===== src/rtl/alu_pkg.sv =====
// Shared definitions for the time-shared ALU slice: widths, opcode encodings
// and the sequencer state enum.
package alu_pkg;

    localparam int DATA_W = 32;
    localparam int OP_W   = 4;

    localparam logic [OP_W-1:0] ALU_ADD = 4'd0;
    localparam logic [OP_W-1:0] ALU_SUB = 4'd1;
    localparam logic [OP_W-1:0] ALU_AND = 4'd2;
    localparam logic [OP_W-1:0] ALU_OR  = 4'd3;
    localparam logic [OP_W-1:0] ALU_XOR = 4'd4;
    localparam logic [OP_W-1:0] ALU_SLL = 4'd5;
    localparam logic [OP_W-1:0] ALU_SRL = 4'd6;
    localparam logic [OP_W-1:0] ALU_SRA = 4'd7;
    localparam logic [OP_W-1:0] ALU_SLT = 4'd8;

    // Highest legal opcode; anything above it is treated as illegal.
    localparam logic [OP_W-1:0] ALU_OP_LAST = ALU_SLT;

    typedef enum logic [1:0] {
        IDLE = 2'd0,
        EXEC = 2'd1,
        RESP = 2'd2
    } state_t;

endpackage


===== src/rtl/alu_unit.sv =====
// Purely combinational 32-bit ALU. Unknown opcodes produce 0, so the zero
// flag is set for them.
module alu_unit
    import alu_pkg::*;
(
    input  logic [DATA_W-1:0] a,
    input  logic [DATA_W-1:0] b,
    input  logic [OP_W-1:0]   op,
    output logic [DATA_W-1:0] result,
    output logic              zero
);

    // Opcode decode; shifts use only the low five bits of operand B
    always_comb begin
        result = '0;
        case (op)
            ALU_ADD: result = a + b;
            ALU_SUB: result = a - b;
            ALU_AND: result = a & b;
            ALU_OR:  result = a | b;
            ALU_XOR: result = a ^ b;
            ALU_SLL: result = a << b[4:0];
            ALU_SRL: result = a >> b[4:0];
            ALU_SRA: result = $signed(a) >>> b[4:0];
            ALU_SLT: result = {{(DATA_W-1){1'b0}}, ($signed(a) < $signed(b))};
            default: result = '0;
        endcase
    end

    assign zero = (result == '0);

endmodule


===== src/rtl/alu_share_ctrl.sv =====
// Round-robin arbiter and sequencer sharing one alu_unit between two
// requesters. Define ALU_SHARE_OPCHK_EN to flag opcodes above ALU_OP_LAST
// on rsp_err (result forced to 0, zero forced to 1); otherwise rsp_err is 0.
module alu_share_ctrl
    import alu_pkg::*;
(
    input  logic              clk,
    input  logic              rst,
    input  logic              req0_valid,
    output logic              req0_ready,
    input  logic [DATA_W-1:0] req0_a,
    input  logic [DATA_W-1:0] req0_b,
    input  logic [OP_W-1:0]   req0_op,
    input  logic              req1_valid,
    output logic              req1_ready,
    input  logic [DATA_W-1:0] req1_a,
    input  logic [DATA_W-1:0] req1_b,
    input  logic [OP_W-1:0]   req1_op,
    output logic              rsp_valid,
    input  logic              rsp_ready,
    output logic [DATA_W-1:0] rsp_result,
    output logic              rsp_zero,
    output logic              rsp_id,
    output logic              rsp_err
);

    state_t            state;
    logic              last_grant;
    logic [DATA_W-1:0] a_q;
    logic [DATA_W-1:0] b_q;
    logic [OP_W-1:0]   op_q;
    logic              id_q;

    logic              can_accept;
    logic              grant;
    logic              accept;
    logic [DATA_W-1:0] alu_result;
    logic              alu_zero;
    logic [DATA_W-1:0] fin_result;
    logic              fin_zero;
    logic              fin_err;

    // A new request can enter when idle, or when the current response retires
    assign can_accept = (state == IDLE) || ((state == RESP) && rsp_ready);
    assign accept     = can_accept && (req0_valid || req1_valid);
    assign req0_ready = can_accept && req0_valid && (grant == 1'b0);
    assign req1_ready = can_accept && req1_valid && (grant == 1'b1);

    // Round-robin pick: on contention the requester not granted last time wins
    always_comb begin
        grant = 1'b0;
        if (req0_valid && req1_valid) begin
            grant = ~last_grant;
        end else if (req1_valid) begin
            grant = 1'b1;
        end
    end

    alu_unit u_alu (
        .a      (a_q),
        .b      (b_q),
        .op     (op_q),
        .result (alu_result),
        .zero   (alu_zero)
    );

    // Final response values, optionally overridden for illegal opcodes
    always_comb begin
        fin_result = alu_result;
        fin_zero   = alu_zero;
        fin_err    = 1'b0;
`ifdef ALU_SHARE_OPCHK_EN
        if (op_q > ALU_OP_LAST) begin
            fin_result = '0;
            fin_zero   = 1'b1;
            fin_err    = 1'b1;
        end
`endif
    end

    // Sequencer: accept -> EXEC (ALU runs on registered operands) -> RESP
    always_ff @(posedge clk) begin
        if (rst) begin
            state      <= IDLE;
            last_grant <= 1'b1;
            a_q        <= '0;
            b_q        <= '0;
            op_q       <= '0;
            id_q       <= 1'b0;
            rsp_valid  <= 1'b0;
            rsp_result <= '0;
            rsp_zero   <= 1'b0;
            rsp_id     <= 1'b0;
            rsp_err    <= 1'b0;
        end else begin
            case (state)
                IDLE: begin
                    if (accept) begin
                        state <= EXEC;
                    end
                end
                EXEC: begin
                    rsp_result <= fin_result;
                    rsp_zero   <= fin_zero;
                    rsp_id     <= id_q;
                    rsp_err    <= fin_err;
                    rsp_valid  <= 1'b1;
                    state      <= RESP;
                end
                RESP: begin
                    if (rsp_ready) begin
                        rsp_valid <= 1'b0;
                        state     <= accept ? EXEC : IDLE;
                    end
                end
                default: begin
                    state     <= IDLE;
                    rsp_valid <= 1'b0;
                end
            endcase

            if (accept) begin
                last_grant <= grant;
                id_q       <= grant;
                a_q        <= grant ? req1_a  : req0_a;
                b_q        <= grant ? req1_b  : req0_b;
                op_q       <= grant ? req1_op : req0_op;
            end
        end
    end

endmodule


===== config.mk =====
export PLATFORM = sky130hd
export DESIGN_NAME = alu_share_ctrl
export DESIGN_NICKNAME = d
export VERILOG_FILES = /design/src/rtl/alu_pkg.sv /design/src/rtl/alu_unit.sv /design/src/rtl/alu_share_ctrl.sv
export SDC_FILE = /design/constraint.sdc
export NUM_CORES = 1
export LEC_CHECK = 0
export ABC_AREA = 1
export ABC_CLOCK_PERIOD_IN_PS = 7730
export CAP_MARGIN = 25
export CORE_AREA = 2 2 201 203
export CTS_CLUSTER_DIAMETER = 80
export DETAILED_ROUTE_END_ITERATION = 12
export DIE_AREA = 0 0 203 205
export SYNTH_ARGS = -nofsm -noshare
export SYNTH_HDL_FRONTEND = slang
export SYNTH_HIERARCHICAL = 1
export SYNTH_SLANG_ARGS = --single-unit

===== constraint.sdc =====
create_clock -name clk -period 7.73 [get_ports clk]
set_clock_uncertainty 0.2 [all_clocks]
set_input_delay 1.546 -clock clk [delete_from_list [all_inputs] [get_ports clk]]
set_output_delay 1.546 -clock clk [all_outputs]
set_load 0.02 [all_outputs]

# Word level (Yosys, flattened, before mapping)
# Cells that the tools add are included.
[totals]
wordCells = 60
regBits = 107
input_bits = 141
out_inout_bits = 38
[classes]
bitwise_logic = 6
reduce_logical = 14
addsub = 2
shifts = 3
n_eq_ne = 12
n_lt_le_gt_ge = 1
muxes = 12
[op_table]
columns = ["cell", "n"]
rows = [
  ["32-bit one-hot mux with 9 select lines", 1],
  ["32-bit two-way mux", 2],
  ["32-bit adder", 1],
  ["32-bit bitwise AND", 1],
  ["32-bit logical NOT", 1],
  ["32-bit < comparator", 1],
  ["32-bit bitwise OR", 1],
  ["32-bit by 5-bit left shift with 32-bit output", 1],
  ["32-bit by 5-bit >> shifter with 32-bit output", 1],
  ["32-bit by 5-bit >>> shifter with 32-bit output", 1],
  ["32-bit subtractor", 1],
  ["32-bit XOR", 1],
  ["4-bit by 3-bit equality test with 1-bit output (second input constant)", 4],
  ["4-bit by 2-bit equality test with 1-bit output (second input constant)", 2],
  ["1-bit logical AND", 7],
  ["2-bit one-hot mux with 3 select lines", 1],
  ["4-bit by 1-bit equality test with 1-bit output (second input constant)", 1],
  ["4-bit equality test (second input constant)", 1],
  ["4-bit logical NOT", 1],
  ["1-bit two-way mux", 4],
  ["2-bit two-way mux", 2],
  ["4-bit two-way mux", 1],
  ["2-bit inequality test (second input constant)", 2],
  ["2-bit AND reduction", 2],
  ["other kinds (6)", 9],
]

# Depth between registers and ports, before layout
[logic_depth]
ltp_word = 7
ltp_mapped = 25
ltp_nobuf = 23

# Modules after synthesis
# The synthesis kept the hierarchy.
[modules_own_cells]
columns = ["module", "area_per_inst_um2", "cells_each", "seq_area_each_um2", "n_inst"]
rows = [
  ["alu_unit", 10495.1, 2190, 0.0, 1],
  ["alu_share_ctrl", 5087.4, 835, 2142.1, 1],
]

# Least setup slack after synthesis
# Ideal clock, no wire load.
[synth_timing]
kind = "input-to-output"
from = "input port req1_valid"
to = "output port req1_ready"
t_required_ns = 5.984
setup_slack_ns = 3.697
path_stages = 4
arrival_time_ns = 2.287
n_path_buf = 2
cell_sequence = "buf_4 -> clkbuf_1 -> nand4_1 -> inv_1"
[synth_via]
elab_chain_cells = 3
elab_cells_between_ends = 5
classes_between = "mux (2); reduce/logical (3)"
[synth_rtl]
columns = ["item", "line", "rtl"]
rows = [
  ["start: declaration", "alu_share_ctrl.sv:14", "input logic req1_valid,"],
  ["1-bit two-way mux or 1-bit logical AND (tied branches)", "alu_share_ctrl.sv:54, alu_share_ctrl.sv:52", ""],
  ["1-bit two-way mux", "alu_share_ctrl.sv:52", "if (req0_valid && req1_valid) begin"],
  ["1-bit logical AND *", "alu_share_ctrl.sv:47", "assign req1_ready = can_accept && req1_valid && (grant == 1'b1);"],
  ["end: declaration", "alu_share_ctrl.sv:15", "output logic req1_ready,"],
]
# Mark *: on every way between the ends. The rest lies on a longest branch, timed or not.

# Final worst setup path
[layout_timing]
from = "input port req0_valid"
to = "output port req0_ready"
[layout_via]
elab_chain_cells = 4
elab_cells_between_ends = 5
classes_between = "mux (1); bitwise (1); reduce/logical (3)"
[layout_rtl]
columns = ["item", "line", "rtl"]
rows = [
  ["start: declaration", "alu_share_ctrl.sv:9", "input logic req0_valid,"],
  ["1-bit logical AND", "alu_share_ctrl.sv:52", ""],
  ["1-bit two-way mux", "alu_share_ctrl.sv:52", ""],
  ["1-bit inverter", "alu_share_ctrl.sv:46", "assign req0_ready = can_accept && req0_valid && (grant == 1'b0);"],
  ["1-bit logical AND *", "alu_share_ctrl.sv:46", ""],
  ["end: declaration", "alu_share_ctrl.sv:10", "output logic req0_ready,"],
]
# Marked as above.

==> flow_metrics.py <==
metrics = {
    "final_layout": {
        "finish.cell_count_without_fillers": 3617,
        "antenna_cells": 0,
        "seq_area_mm2": 0.00214,
        "multi_input_area_mm2": 0.0111,
        "finalNetCount": 3327,
        "final_util_pct": 45.0,
        "drive_above_1_share_pct": 3.40,
        "area_growth_pct": 13.7,
        "fill_cells": 4578,
        "final_area_mm2": 0.0177,
    },
    "routing": {
        "drc_errors": 0,
        "vias_per_cell": 5.33,
        "drtIter0Drc": 2291,
        "wl_um": 72500,
        "drtPass1Iterations": 6,
        "wire_per_inst_um": 20.0,
        "num_vias": 19300,
        "ant_nets": 0,
    },
    "synth": {
        "synth_nets": 3265,
        "synth_area_leaders": "nand2_1, nand3_1, dfxtp_1, inv_1, nor2_1",
        "synthTopCellsByCount": "nand2_1, nand3_1, inv_1",
        "yosysWarnings": 6,
        "ys_seq_elements": 107,
        "netlist_instances": 3025,
        "synth_most_common_cell": "nand2_1",
        "synth_edf_count": 0,
        "synth_top_area_share_pct": 25.7,
        "synthArstFlopShare_pct": 0,
        "ys_seq_area_share_pct": 13.7,
        "ys_types": 47,
        "syn_area_mm2": 0.0156,
        "ys.flop_type": "dfxtp_1",
        "synth_largest_area_cell": "nand2_1",
        "avgSynthCellArea_um2": 5.15,
    },
    "placement": {
        "dp.cells": 3601,
        "pre_cts_ws_ns": 2.62,
        "gp_congestion": 1.00,
        "dpl.hpwl_um": 59000,
        "numPortBuffers": 177,
        "place_area_mm2": 0.0174,
    },
    "min_path": {
        "holdPathStages": 2,
        "hold_path.startpoint": "id_q$_SDFFE_PP0P_",
        "hold_path.class": "flip-flop to flip-flop",
        "holdPathEnd": "id_q$_SDFFE_PP0P_",
    },
    "cts": {
        "holdBufCountCts": 0,
        "cts_sinks": 107,
        "ctsRootBufferMaster": "clkbuf_16",
        "cts_tree": "built",
        "cts_buffer_depth": 2,
        "numCtsBuffers": 9,
        "htree_levels": 3,
        "clk_pin_slew_ns": 0.09,
        "cts_setup_buffers": 0,
        "post_cts_resize_count": 0,
        "clock_latency_ns": 0.41,
    },
    "timing": {
        "tns_ns": 0,
        "setup_viol": 0,
        "fin_ws_ns": 2.61,
        "timing.final.crit_share_pct": 66.2,
        "tightest_slew_ns": 1.03,
        "worst_hold_slack_ns": 0.282,
        "hold_viol_final": 0,
        "relSlewSlack_pct": 31.1,
        "slew_violations": 0,
        "max_freq_mhz": 195,
        "post-route-min-period_ns": 5.12,
        "rsz0062_at_grt": "no",
    },
    "global_routing": {
        "use_met1_pct": 46.9,
        "grtUsageMet3_pct": 7.38,
        "grtUsageTotal_pct": 34.6,
        "grt_pass1_wl_um": 108000,
        "gr-usage-met2_pct": 52.9,
        "grt-busiest-layer": "met2",
        "grt_pass1_vias": 17800,
        "globalRouteOverflowTotal": 0,
        "antenna_found_initial": 1,
        "grt_max_degree": 77,
    },
    "critical_path": {
        "endpoint_kind": "output port",
        "crit_family": "buffers and inverters",
        "slowest_delay_ns": 0.57,
        "r2r_start": "b_q[1]$_SDFFE_PP0P_",
        "cp.arrival_ns": 3.37,
        "crit_chain": "clkdlybuf4s50_1 > nand2_2 > buf_4 > a21oi_1 > clkdlybuf4s50_1",
        "startpoint_type": "primary input",
        "critPathKind": "primary input to output port",
        "path_buf_inv": 3,
        "crit_path_max_fanout": 70,
        "reg2reg_depth": 20,
        "reg2reg_setup_slack_ns": 3.50,
        "critPathSlowestCell": "clkdlybuf4s50_1",
        "cpMostUsedCell": "clkdlybuf4s50_1",
        "critPathRequiredTime_ns": 5.98,
        "r2r-end": "rsp_zero$_SDFFE_PP0P_",
    },
    "floorplan": {
        "die_h_um": 205,
        "ioPinCount": 179,
        "dieArea_mm2": 0.0416,
        "die_x_um": 203,
        "start_util_pct": 39.6,
        "core_mm2": 0.0394,
        "fp-row-count": 73,
    },
    "pwr": {
        "p_sw_mw": 1.72,
        "p_total_mw": 3.15,
        "max-vdd-ir-drop_mv": 0.0948,
        "clock_power_share_pct": 16.0,
        "p_per_area_mw_per_mm2": 178,
        "p_seq_share_pct": 22.8,
        "internal_power_mw": 1.43,
        "p_leak_nw": 9.53,
        "combPwrFrac_pct": 61.2,
        "swShare_pct": 54.6,
    },
    "status": {
        "status": "finished clean",
    },
    "run": {
        "max-cap-violations": 0,
    },
}
-- registers in the layout, indices dropped and copies added (netlist names) --
signal	flops
a_q	32
b_q	32
rsp_result	32
op_q	4
state	2
id_q	1
last_grant	1
rsp_id	1
rsp_valid	1
rsp_zero	1
-- power by group through the flow --
stage | Clock [mW] | Sequential, mW | Combinational, mW
2_1_floorplan | 0 | 0.700 | 1.25
3_3_place_gp | 0 | 0.724 | 1.87
3_5_place_dp | 0 | 0.728 | 1.87
4_1_cts | 0.521 | 0.715 | 1.88
5_1_grt | 0.540 | 0.723 | 2.12
6_report | 0.504 | 0.718 | 1.93
-- layout by cell type (no fill, tap or decap), drive strengths merged, types with 3 or more instances in the layout --
master         Yosys  final
nand2           1091   1091
nand3            473    473
inv              406    411
nor2             401    401
clkdlybuf4s50      0    176
dfxtp            107    107
ha                97     97
o21ai             82     82
a21oi             81     81
buf              110     29
nand4             24     24
nor3              20     20
o22ai             15     15
o211ai            15     15
and2              10     10
clkbuf            44      9
o21bai             8      8
o221ai             5      5
a221oi             4      4
a211oi             4      4
xor2               3      3
and3               3      3
or2                3      3
o2111ai            3      3
a31oi              3      3
clkinv             1      3
-- cell families after synthesis --
family	Yosys count	synth area share, %
other cells	1	0.0241
xor+xnor	3	0.169
buf+inv	561	15.2
flops	107	13.7
compound gates	225	8.23
simple gates	2029	54.6
fa+ha+maj	99	8.05
-- layer usage --
layer / wire (µm) / vias to the layer above
met4: 3290 / 0
met5: 0 / -
met3: 7070 / 101
met1: 31700 / 8665
met2: 30500 / 914
li1: - / 9581
-- worst max-delay path by stage --
| stage | endpoint | slack [ns] | startpoint | depth (start not counted) |
|---|---|---|---|---|
| after floorplan | req1_ready | 3.70 | req1_valid | 4 |
| after global placement | req0_ready | 2.61 | req0_valid | 5 |
| after detailed placement | req0_ready | 2.62 | req0_valid | 5 |
| after CTS | req0_ready | 2.60 | req0_valid | 5 |
| after global routing | req0_ready | 2.52 | req0_valid | 5 |
| final | req0_ready | 2.61 | req0_valid | 5 |
-- final cells by class --
class / instances / share of cell area (%)
multi-input cells: 2357 / 62.6
inverters: 407 / 8.64
clock inverters: 7 / 0.487
well taps: 525 / 3.71
clock buffers: 9 / 1.27
flip-flops and latches: 107 / 12.1
repair buffers: 205 / 11.2
-- worst register-to-register path, stage by stage, from the launching register on --
cell and delay [ns]:
dfxtp_2 0.71, inv_2 0.46, ha_1 0.51, nand3_1 0.10
nand3_1 0.15, nand2_1 0.09, nand2_1 0.27, nand2_1 0.09
nand2_1 0.20, nand3_1 0.14, nand2_1 0.08, nand2_1 0.04
nand2_1 0.08, nor2_1 0.06, nor2_1 0.40, nand3_1 0.17
nor2_1 0.12, nand2_1 0.07, nor2_2 0.08, nor2_1 0.05
nor2_1 0.10
No activity file was read; power rests on OpenSTA's default activity.
